### config.mk
export PLATFORM = sky130hd
export DESIGN_NAME = cp0_flat
export DESIGN_NICKNAME = d
export VERILOG_FILES = /design/src/rtl/cp0_pkg.sv /design/src/rtl/cp0_if.sv /design/src/rtl/cp0.sv /design/src/flat_wrapper.sv
export SDC_FILE = /design/constraint.sdc
export NUM_CORES = 1
export LEC_CHECK = 0
export CAP_MARGIN = 20
export CORE_AREA = 4 4 124 126
export CTS_CLUSTER_SIZE = 30
export DETAILED_ROUTE_END_ITERATION = 6
export DIE_AREA = 0 0 128 130
export PLACE_DENSITY = 0.56
export RECOVER_POWER = 50
export SYNTH_ARGS = -nofsm -noshare
export SYNTH_HDL_FRONTEND = slang
export SYNTH_SLANG_ARGS = --single-unit
### constraint.sdc
create_clock -name clk -period 3.2 [get_ports clk]
set_clock_uncertainty 0.15 [all_clocks]
set_input_delay 0.32 -clock clk [delete_from_list [all_inputs] [get_ports clk]]
set_output_delay 0.32 -clock clk [all_outputs]
set_load 0.05 [all_outputs]
### src/rtl/cp0_pkg.sv
`default_nettype none
// ============================================================================
// Module   : cp0_pkg
// Brief    : Shared register numbers, exception codes and field positions
//            for the coprocessor-0 exception/interrupt controller.
// Revision : 1.0 - initial release
// ============================================================================
package cp0_pkg;

  // CP0 register numbers as seen by mfc0/mtc0
  localparam logic [4:0] REG_SR    = 5'd12;
  localparam logic [4:0] REG_CAUSE = 5'd13;
  localparam logic [4:0] REG_EPC   = 5'd14;
  localparam logic [4:0] REG_PRID  = 5'd15;

  // Exception codes carried in Cause.ExcCode
  localparam logic [4:0] EXC_INT     = 5'd0;
  localparam logic [4:0] EXC_ADEL    = 5'd4;
  localparam logic [4:0] EXC_ADES    = 5'd5;
  localparam logic [4:0] EXC_SYSCALL = 5'd8;
  localparam logic [4:0] EXC_RI      = 5'd10;
  localparam logic [4:0] EXC_OV      = 5'd12;

  // SR field positions
  localparam int SR_IM_LO = 10;
  localparam int SR_EXL   = 1;
  localparam int SR_IE    = 0;

  // Cause field positions
  localparam int CAUSE_BD     = 31;
  localparam int CAUSE_IP_LO  = 10;
  localparam int CAUSE_EXC_LO = 2;

  // Assemble the architecturally visible SR word; unimplemented bits read 0
  function automatic logic [31:0] sr_word(input logic [5:0] im,
                                          input logic exl,
                                          input logic ie);
    logic [31:0] w;
    w = '0;
    w[SR_IM_LO +: 6] = im;
    w[SR_EXL]        = exl;
    w[SR_IE]         = ie;
    return w;
  endfunction

  // Assemble the architecturally visible Cause word
  function automatic logic [31:0] cause_word(input logic       bd,
                                             input logic [5:0] ip,
                                             input logic [4:0] exc);
    logic [31:0] w;
    w = '0;
    w[CAUSE_BD]             = bd;
    w[CAUSE_IP_LO +: 6]     = ip;
    w[CAUSE_EXC_LO +: 5]    = exc;
    return w;
  endfunction

endpackage
`default_nettype wire

### src/rtl/cp0_if.sv
`default_nettype none
// ============================================================================
// Module   : cp0_if
// Brief    : CPU <-> CP0 bus: mfc0/mtc0 access, M-stage exception info,
//            hardware interrupt vector and redirect outputs.
// Revision : 1.0 - initial release
// ============================================================================
interface cp0_if;
  logic [5:0]  hw_int;
  logic [4:0]  cp0_addr;
  logic        cp0_we;
  logic [31:0] cp0_wdata;
  logic [31:0] cp0_rdata;
  logic [31:0] vpc;
  logic        bd_in;
  logic [4:0]  exc_code_in;
  logic        eret;
  logic        req;
  logic [31:0] epc_out;
  logic [31:0] handler_pc;

  // CPU side
  modport master (
    output hw_int, cp0_addr, cp0_we, cp0_wdata, vpc, bd_in, exc_code_in, eret,
    input  cp0_rdata, req, epc_out, handler_pc
  );

  // CP0 side
  modport slave (
    input  hw_int, cp0_addr, cp0_we, cp0_wdata, vpc, bd_in, exc_code_in, eret,
    output cp0_rdata, req, epc_out, handler_pc
  );
endinterface
`default_nettype wire

### src/rtl/cp0.sv
`default_nettype none
// ============================================================================
// Module   : cp0
// Brief    : Coprocessor-0: SR/Cause/EPC/PRId, interrupt vs exception
//            arbitration and same-cycle pipeline redirect request.
// Revision : 1.0 - initial release
// ============================================================================
module cp0
  import cp0_pkg::*;
#(
  parameter logic [31:0] PRID       = 32'h2023_0007,
  parameter logic [31:0] HANDLER_PC = 32'h0000_4180
) (
  input  logic clk,
  input  logic reset,
  cp0_if.slave bus
);

  logic [5:0]  sr_im;
  logic        sr_exl;
  logic        sr_ie;
  logic        cause_bd;
  logic [5:0]  cause_ip;
  logic [4:0]  cause_exc;
  logic [31:0] epc;

  logic        int_req;
  logic        exc_req;
  logic        req;
  logic [31:0] victim_pc;

  // Request arbitration: interrupts win over a simultaneous exception, and
  // everything is suppressed while the handler runs (EXL) or during reset.
  always_comb begin
    int_req   = sr_ie & ~sr_exl & (|(bus.hw_int & sr_im));
    exc_req   = ~sr_exl & (bus.exc_code_in != EXC_INT);
    req       = ~reset & (int_req | exc_req);
    victim_pc = bus.bd_in ? (bus.vpc - 32'd4) : bus.vpc;
  end

  // Register update: a taken request flushes the M-stage instruction, so its
  // mtc0/eret side effects are dropped; eret is applied after mtc0 so that it
  // wins the EXL bit when both target SR in the same cycle.
  always_ff @(posedge clk) begin
    if (reset) begin
      sr_im     <= '0;
      sr_exl    <= 1'b0;
      sr_ie     <= 1'b0;
      cause_bd  <= 1'b0;
      cause_ip  <= '0;
      cause_exc <= '0;
      epc       <= '0;
    end else begin
      cause_ip <= bus.hw_int;
      if (req) begin
        sr_exl    <= 1'b1;
        cause_bd  <= bus.bd_in;
        cause_exc <= int_req ? EXC_INT : bus.exc_code_in;
        epc       <= victim_pc & ~32'd3;
      end else begin
        if (bus.cp0_we && bus.cp0_addr == REG_SR) begin
          sr_im  <= bus.cp0_wdata[SR_IM_LO +: 6];
          sr_exl <= bus.cp0_wdata[SR_EXL];
          sr_ie  <= bus.cp0_wdata[SR_IE];
        end
        if (bus.cp0_we && bus.cp0_addr == REG_EPC) begin
          epc <= bus.cp0_wdata & ~32'd3;
        end
        if (bus.eret) begin
          sr_exl <= 1'b0;
        end
      end
    end
  end

  // Combinational register read; shows pre-write values during an mtc0
  always_comb begin
    bus.cp0_rdata = '0;
    case (bus.cp0_addr)
      REG_SR:    bus.cp0_rdata = sr_word(sr_im, sr_exl, sr_ie);
      REG_CAUSE: bus.cp0_rdata = cause_word(cause_bd, cause_ip, cause_exc);
      REG_EPC:   bus.cp0_rdata = epc;
      REG_PRID:  bus.cp0_rdata = PRID;
      default:   bus.cp0_rdata = '0;
    endcase
  end

  // Redirect outputs
  always_comb begin
    bus.req        = req;
    bus.epc_out    = epc;
    bus.handler_pc = HANDLER_PC;
  end

endmodule
`default_nettype wire

### src/flat_wrapper.sv
// flat-port wrapper written by rule: the top's interface ports become plain ports
module cp0_flat import cp0_pkg::*;
#(
  parameter logic [31:0] PRID       = 32'h2023_0007,
  parameter logic [31:0] HANDLER_PC = 32'h0000_4180
)
  (clk, reset, bus_hw_int, bus_cp0_addr, bus_cp0_we, bus_cp0_wdata, bus_vpc, bus_bd_in, bus_exc_code_in, bus_eret, bus_cp0_rdata, bus_req, bus_epc_out, bus_handler_pc);
  cp0_if bus_i ();
  input  logic clk;
  input  logic reset;
  input wire logic [$bits(bus_i.hw_int)-1:0] bus_hw_int;
  input wire logic [$bits(bus_i.cp0_addr)-1:0] bus_cp0_addr;
  input wire logic [$bits(bus_i.cp0_we)-1:0] bus_cp0_we;
  input wire logic [$bits(bus_i.cp0_wdata)-1:0] bus_cp0_wdata;
  input wire logic [$bits(bus_i.vpc)-1:0] bus_vpc;
  input wire logic [$bits(bus_i.bd_in)-1:0] bus_bd_in;
  input wire logic [$bits(bus_i.exc_code_in)-1:0] bus_exc_code_in;
  input wire logic [$bits(bus_i.eret)-1:0] bus_eret;
  output wire logic [$bits(bus_i.cp0_rdata)-1:0] bus_cp0_rdata;
  output wire logic [$bits(bus_i.req)-1:0] bus_req;
  output wire logic [$bits(bus_i.epc_out)-1:0] bus_epc_out;
  output wire logic [$bits(bus_i.handler_pc)-1:0] bus_handler_pc;
  assign bus_i.hw_int = bus_hw_int;
  assign bus_i.cp0_addr = bus_cp0_addr;
  assign bus_i.cp0_we = bus_cp0_we;
  assign bus_i.cp0_wdata = bus_cp0_wdata;
  assign bus_i.vpc = bus_vpc;
  assign bus_i.bd_in = bus_bd_in;
  assign bus_i.exc_code_in = bus_exc_code_in;
  assign bus_i.eret = bus_eret;
  assign bus_cp0_rdata = bus_i.cp0_rdata;
  assign bus_req = bus_i.req;
  assign bus_epc_out = bus_i.epc_out;
  assign bus_handler_pc = bus_i.handler_pc;
  cp0 #(.PRID(PRID), .HANDLER_PC(HANDLER_PC)) u_core (.clk(clk), .reset(reset), .bus(bus_i));
endmodule
Yosys cells after proc, flatten, opt, wreduce, memory -nomap -nowiden
Index checks and enable logic that the tools add are counted.
{ "classes": {"addsub": 1, "n_eq_ne": 4, "mux": 8, "bitwise_logic": 9, "n_reduce_logical": 7} }
{ "op_table": {"columns": ["operator", "n"], "rows": [
  ["$pmux W32 S4", 1],
  ["$mux W32", 3],
  ["$sub A32 B3 Y32 const B", 1],
  ["$eq A5 B4 Y1 const B", 4],
  ["$and A6 B6 Y6", 1],
  ["$reduce_or A6 Y1", 1],
  ["$mux W5", 1],
  ["$reduce_bool A5 Y1", 1],
  ["$and A1 B1 Y1", 4],
  ["$mux W1", 3],
  ["$not A1 Y1", 3],
  ["$reduce_bool A3 Y1", 1],
  ["$logic_and A1 B1 Y1", 2],
  ["$reduce_and A2 Y1", 1],
  ["$reduce_bool A2 Y1", 1],
  ["$or A1 B1 Y1", 1]
]} }
{ "word_totals": {"ff_bits": 50, "input_bits": 85, "output_inout_bits": 97, "elab_cells": 36} }

Logic depth before layout (Yosys ltp)
Gate-level depths: netlist of run 1.
{ "depth": {"ltp_word": 7, "ltp_mapped": 8, "mapped_depth_nobuf": 6} }

Worst setup path after synthesis of run 1
Ideal clock, no wire load.
{ "synth_timing": {"path_kind": "in2out", "start": "in bus_cp0_addr[0]", "end": "out bus_cp0_rdata[4]", "arrival_time_ns": 2.110, "required_time_ns": 2.730, "slack_ns": 0.620, "cell_stages": 6, "n_path_buf": 3, "cell_sequence": "clkbuf_1 -> nor2b_1 -> clkbuf_1 -> clkbuf_1 -> a22oi_1 -> nor2_1"} }
{ "synth_between": {"elab_chain_cells": 2, "elab_cells_between_ends": 5, "classes_between": "4 x eq/ne; 1 x mux"} }
{ "synth_rtl": {"columns": ["item", "line", "source"], "rows": [
  ["start, declared", "flat_wrapper.sv:12", "input wire logic [$bits(bus_i.cp0_addr)-1:0] bus_cp0_addr;"],
  ["$eq A5 B4 Y1", "cp0.sv:79", "case (bus.cp0_addr)"],
  ["$pmux W32 S4 (*)", "cp0.sv:79", null],
  ["end, declared", "flat_wrapper.sv:19", "output wire logic [$bits(bus_i.cp0_rdata)-1:0] bus_cp0_rdata;"]
]} }
Every way passes the cells marked *; elsewhere a longest branch is shown, timed or not.

Final worst setup path of run 1
{ "layout_timing": {"start": "in bus_exc_code_in[2]", "end": "out bus_req"} }
{ "layout_between": {"elab_chain_cells": 4} }
{ "layout_rtl": {"columns": ["item", "line", "source"], "rows": [
  ["start, declared", "flat_wrapper.sv:17", "input wire logic [$bits(bus_i.exc_code_in)-1:0] bus_exc_code_in;"],
  ["$reduce_bool A5 Y1", "cp0.sv:36", "exc_req = ~sr_exl & (bus.exc_code_in != EXC_INT);"],
  ["$and A1 B1 Y1", "cp0.sv:36", null],
  ["$or A1 B1 Y1", "cp0.sv:37", "req = ~reset & (int_req | exc_req);"],
  ["$and A1 B1 Y1", "cp0.sv:37", null],
  ["end, declared", "flat_wrapper.sv:20", "output wire logic [$bits(bus_i.req)-1:0] bus_req;"]
]} }
No other way between the ends.

==> impl_metrics.json, run 1 <==
{
  "status": "finished with violations",
  "violations": "max-capacitance violations, max-slew violations",
  "coreArea_sq_um": 14310,
  "required_ns": 2.73,
  "synth_seq_cells": 50,
  "wl_um": 13600,
  "die_area_sq_um": 16640,
  "grt_overflow_total": 0,
  "worstSetupEndpointType": "output pin",
  "postCtsSetupBuffers": 0,
  "crit_type": "in -> out",
  "grt_max_degree": 36,
  "r2r_slack_ns": 1.05,
  "start_util_pct": 24.63,
  "fin_nets": 662,
  "synth.avg_cell_area_sq_um": 8.068,
  "dpl_cell_area_sq_um": 5415,
  "post_cts_resize_count": 0,
  "finalCritPeriodShare_pct": 91.48,
  "worst_path_most_repeated_cell": "nor2_1",
  "ios": 182,
  "fp.dieW_um": 128,
  "synth_top_area_cell": "dfxtp_1",
  "cts.sinks": 50,
  "root_buffer": "clkbuf_16",
  "die_h_um": 130,
  "setup_viol_count_final": 0,
  "path_delay_family": "simple AND/OR/NAND/NOR gates",
  "first_iter_violations": 240,
  "ys_warn_count": 0,
  "vias": 3841,
  "hold_path_class": "reg -> reg",
  "finalHoldViolCount": 0,
  "synth_cell_type_count": 44,
  "relSlewSlack_pct": -7.488,
  "final_common_cell": "clkdlybuf4s50_1",
  "fin_crit_ns": 2.928,
  "vdd_drop_max_v": 0.0002250,
  "final_cells": 762,
  "area_growth_pct": 57.17,
  "drc": 0,
  "cellPowerDensity_nw_per_um2": 344.3,
  "synth_area_leaders": "dfxtp_1, buf_4, a2111oi_0, and3_1, mux2i_1",
  "firstDrtPassIters": 5,
  "worstPathArrival_ns": 2.46,
  "yosysTopAreaCellShare_pct": 28.39,
  "worst_pin_slew_ns": 1.612,
  "cts_max_level": 2,
  "clk_latency_ns": 0.29,
  "fmax_mhz": 341.6,
  "routed_via_density": 5.041,
  "ys_seq_area_share_pct": 28.39,
  "io_buffer_count": 145,
  "drt-wirelength-per-cell_um": 17.85,
  "p_total_mw": 1.908,
  "path_buf_inv": 2,
  "p_leak_nw": 2.104,
  "path_clk_slew_ns": 0.07,
  "clock_path_buffers": 2,
  "dp_hpwl_um": 10580,
  "fin_setup_tns_ns": 0,
  "grt_pass1_vias": 3794,
  "cts_hold_buf": 0,
  "rsz0062_at_grt": "no",
  "antenna_found_initial": 0,
  "cp-start-kind": "primary input",
  "mappedNetlistArea_sq_um": 3526,
  "routabilityCongestion": 0.8993,
  "fill_cells": 1448,
  "cts_tree": "done",
  "cts_made_buffers": 5,
  "crit_chain": "dlygate4sd3_1 -> or4_1 -> o21ba_1 -> nor2_1 -> nor2_1 -> buf_4",
  "maxCapViolCount": 1,
  "grt_pass1_wl_um": 20710,
  "track_usage_pct": 15.54,
  "crit_slowest_cell": "dlygate4sd3_1",
  "final_util_pct": 38.71,
  "final_cell_mix": "clkdlybuf4s50_1, dfxtp_1, nor2_1, dlygate4sd3_1, conb_1",
  "place_inst": 753,
  "slew_viol_final": 36,
  "final_area_sq_um": 5542,
  "ant_nets": 0,
  "synthCells": 437,
  "path_max_fanout": 18,
  "rows": 44,
  "drive_above_1_share_pct": 11.79,
  "cpPeakStageDelay_ns": 0.56
}
-- metrics by stage --
stage / setup WS, ns / hold WS, ns
floorplan: 0.6204 / 0.2934
detailed placement: 0.09220 / 0.3153
CTS: 0.3951 / 0.2638
global route: 0.1554 / 0.3525
global placement: 0.1421 / 0.3141
finish: 0.2725 / 0.3254
-- cells in the mapped netlist, drive strengths merged --
| master | n |
|---|---|
| nand3b | 4 |
| conb | 2 |
| and3 | 31 |
| a21boi | 2 |
| or4b | 1 |
| nor2b | 9 |
| o41ai | 1 |
| inv | 4 |
| clkbuf | 35 |
| a21oi | 12 |
| a211oi | 12 |
| o21ba | 1 |
| o211ai | 1 |
| nor4 | 7 |
| o21bai | 2 |
| or4 | 18 |
| nor2 | 39 |
| xor2 | 2 |
| mux2i | 18 |
| a22oi | 8 |
| nand3 | 2 |
| or3 | 8 |
| ha | 1 |
| o31ai | 13 |
| o21ai | 4 |
| a311o | 1 |
| a311oi | 18 |
| and4b | 1 |
| a2111oi | 29 |
| o221ai | 1 |
| or2 | 3 |
| dfxtp | 50 |
| nand2b | 16 |
| nand4b | 1 |
| xnor2 | 10 |
| nand2 | 13 |
| and2 | 14 |
| nor3 | 4 |
| buf | 38 |
| nand4 | 1 |
-- power breakdown --
part / leakage [nW] / switching, mW / internal, mW / total [mW]
logic: 1.61 / 0.404 / 0.231 / 0.635
registers: 0.414 / 0.0403 / 0.669 / 0.710
clock network: 0.0770 / 0.248 / 0.315 / 0.563
total: 2.10 / 0.693 / 1.22 / 1.91
-- worst min-delay path: stages, from the launching register on --
cell and delay [ns]:
dfxtp_1 0.31, nand3_1 0.06, a21oi_1 0.05
-- layout make-up --
type	count	area [sq um]	area share [%]
multi-input cells	342	2240	40.42
repair buffers	173	1897	34.23
flip-flops and latches	50	1001	18.06
well taps	184	230.2	4.154
clock buffers	6	138.9	2.506
clock inverters	2	17.52	0.3161
inverters	4	15.01	0.2709
diodes	1	2.502	0.04516
-- routing by layer --
layer	vias to the layer above	share of wire, %	global-route usage, %
li1	1861	-	-
met1	1831	43	19.97
met2	133	50	26.83
met3	16	5.4	2.538
met4	0	1.8	4.682
met5	-	0	0
-- sequential cells by signal, indices dropped and copies added, names as in the netlist --
| name | count |
|---|---|
| u_core.sr_exl | 1 |
| u_core.bus.epc_out | 30 |
| u_core.cause_bd | 1 |
| u_core.cause_exc | 5 |
| u_core.sr_ie | 1 |
| u_core.sr_im | 6 |
| u_core.cause_ip | 6 |
-- cell families (layout without fill, tap and decap cells) --
family,count (synthesis),count (layout),share of synthesized area [%]
compound gates,105,105,23.10
fa+ha+maj,1,1,0.3548
xor+xnor,12,12,2.981
simple gates,172,172,27.93
flops,50,50,28.39
other cells,2,35,0.2130
mux,18,18,5.110
buf+inv,77,185,11.92
-- path summary, 6_finish.rpt --
path / start / to / depth (start not counted)
worst max register to register: u_core.sr_exl / u_core.bus.epc_out[21] / 4
worst min-delay path: u_core.cause_bd / u_core.cause_bd / 2
worst min register to register: u_core.cause_bd / u_core.cause_bd / 2
worst max-delay path: bus_exc_code_in[2] / bus_req / 6
Note: power is estimated with default switching activity, not from simulation.
==> inputs of run 2 (changes only) <==
Clock period 3.2 ns to 3.6 ns, I/O delays scaled along.
==> impl_metrics.json, run 2 (synthesized netlist as in run 1, its figures left out) <==
{
  "fp.dieW_um": 128,
  "area_growth_pct": 54.72,
  "rows": 44,
  "vdd_drop_max_v": 0.0002460,
  "holdPathStages": 2,
  "dp_hpwl_um": 10670,
  "worstSetupEndpointType": "output pin",
  "rr_startpoint": "u_core.sr_exl",
  "p_switching_uw": 613.3,
  "relSlewSlack_pct": 7.057,
  "grt_pass1_vias": 3663,
  "grt_max_degree": 39,
  "post_cts_resize_count": 0,
  "coreArea_sq_um": 14310,
  "largest_reg_flops": 30,
  "vias": 3763,
  "firstDrtPassIters": 4,
  "status": "finished clean",
  "cpPeakStageDelay_ns": 0.57,
  "rsz0062_at_grt": "no",
  "worstPathArrival_ns": 2.57,
  "cts_made_buffers": 5,
  "final_common_cell": "clkdlybuf4s50_1",
  "p_leak_nw": 2.048,
  "dpl_cell_area_sq_um": 5315,
  "grt_pass1_wl_um": 21230,
  "routabilityCongestion": 0.8727,
  "drc": 0,
  "cts_max_level": 2,
  "cts_hold_buf": 0,
  "cts_tree": "done",
  "fin_setup_tns_ns": 0,
  "root_buffer": "clkbuf_16",
  "path_clk_slew_ns": 0.07,
  "path_delay_family": "simple AND/OR/NAND/NOR gates",
  "drive_above_1_share_pct": 10.58,
  "fin_nets": 652,
  "intPower_mw": 1.052,
  "cellPowerDensity_nw_per_um2": 305.3,
  "routed_via_density": 5.004,
  "r2r_slack_ns": 1.49,
  "slew_viol_final": 0,
  "clock_path_buffers": 2,
  "path_buf_inv": 2,
  "start_util_pct": 24.63,
  "fill_cells": 1482,
  "first_iter_violations": 258,
  "grt_overflow_total": 0,
  "path_max_fanout": 38,
  "fin_crit_ns": 3.084,
  "postCtsSetupBuffers": 0,
  "clk_latency_ns": 0.29,
  "die_area_sq_um": 16640,
  "final_area_sq_um": 5455,
  "worst_path_most_repeated_cell": "nor2_1",
  "worstHoldStart": "u_core.cause_bd",
  "reg2reg_depth": 3,
  "cts.sinks": 50,
  "sequentialPowerShare_pct": 37.9,
  "worst_pin_slew_ns": 1.394,
  "maxCapViolCount": 0,
  "required_ns": 3.09,
  "cp-start-kind": "primary input",
  "crit_slowest_cell": "or4_1",
  "crit_chain": "dlygate4sd3_1 -> or4_1 -> o21ba_2 -> nor2_1 -> nor2_1 -> buf_4",
  "final_cell_mix": "clkdlybuf4s50_1, dfxtp_1, nor2_1, dlygate4sd3_1, conb_1",
  "finalCritPeriodShare_pct": 85.65,
  "die_h_um": 130,
  "io_buffer_count": 145,
  "pwr-share-comb_pct": 33.5,
  "crit_type": "in -> out",
  "swShare_pct": 36.82,
  "ant_nets": 0,
  "hold_path_class": "reg -> reg",
  "pwr-share-clk_pct": 28.6,
  "setup_viol_count_final": 0,
  "hold_end": "u_core.cause_bd",
  "fmax_mhz": 324.3,
  "track_usage_pct": 15.92,
  "antenna_found_initial": 0,
  "ios": 182,
  "finalHoldViolCount": 0,
  "wl_um": 13870,
  "drt-wirelength-per-cell_um": 18.45,
  "reg2reg_to": "u_core.bus.epc_out[3]"
}
## run 2: changes by cell type in the layout (fill, tap and decap cells not counted), sizes merged
cell,previous run,this run
buf,54,44
clkbuf,14,8
clkdlybuf4s50,75,80
clkinvlp,0,1
## run 2: tightest hold or removal path: stages (launching register included)
cell	delay (ns)
dfxtp_1	0.32
nand3_1	0.06
a21oi_1	0.06
## run 2: layout make-up
cell class | instances | area [sq um] | area share, %
antenna | 1 | 2.502 | 0.04587
clock buffer | 5 | 125.1 | 2.294
clock inverter | 3 | 21.27 | 0.3899
inverter | 4 | 15.01 | 0.2752
multi-input combinational | 342 | 2245 | 41.15
sequential | 50 | 1001 | 18.35
tap | 184 | 230.2 | 4.220
timing repair buffer | 163 | 1815 | 33.28
## run 2: per-stage QoR
| step | hold WS (ns) | instances | setup WS, ns | power [mW] | utilization (%) |
|---|---|---|---|---|---|
| detailed placement | 0.3324 | 743 | 0.3076 | 1.216 | 37.13 |
| global placement | 0.3113 | 743 | 0.3370 | 1.211 | 37.13 |
| finish | 0.3352 | 752 | 0.5164 | 1.665 | 38.11 |
| floorplan | 0.2934 | 469 | 0.9404 | 1.000 | - |
| CTS | 0.3355 | 751 | 0.6112 | 1.695 | 38.16 |
| global route | 0.3657 | 751 | 0.3946 | 1.744 | 38.09 |
## run 2: how the worst max path moves through the flow
stage	start	end	depth (start not counted)
after floorplan	bus_cp0_addr[0]	bus_cp0_rdata[4]	6
after global placement	bus_vpc[8]	u_core.bus.epc_out[29]	5
after detailed placement	bus_vpc[8]	u_core.bus.epc_out[23]	5
after CTS	bus_vpc[8]	u_core.bus.epc_out[23]	5
after global routing	bus_exc_code_in[3]	bus_req	6
final	bus_exc_code_in[3]	bus_req	6
## run 2: routing by layer
metal / vias up / track usage [%] / part of all wire [%]
li1: 1839 / - / -
met1: 1766 / 21.47 / 42
met2: 143 / 26.96 / 50
met3: 15 / 2.129 / 6.2
met4: 0 / 4.057 / 1.9
met5: - / 0 / 0
## run 2: power groups by stage
stage / Clock (mW) / Combinational [mW] / Sequential [mW]
floorplan: 0 / 0.261 / 0.740
CTS: 0.490 / 0.572 / 0.633
finish: 0.476 / 0.558 / 0.631
global route: 0.515 / 0.591 / 0.638
global placement: 0 / 0.567 / 0.644
detailed placement: 0 / 0.570 / 0.645
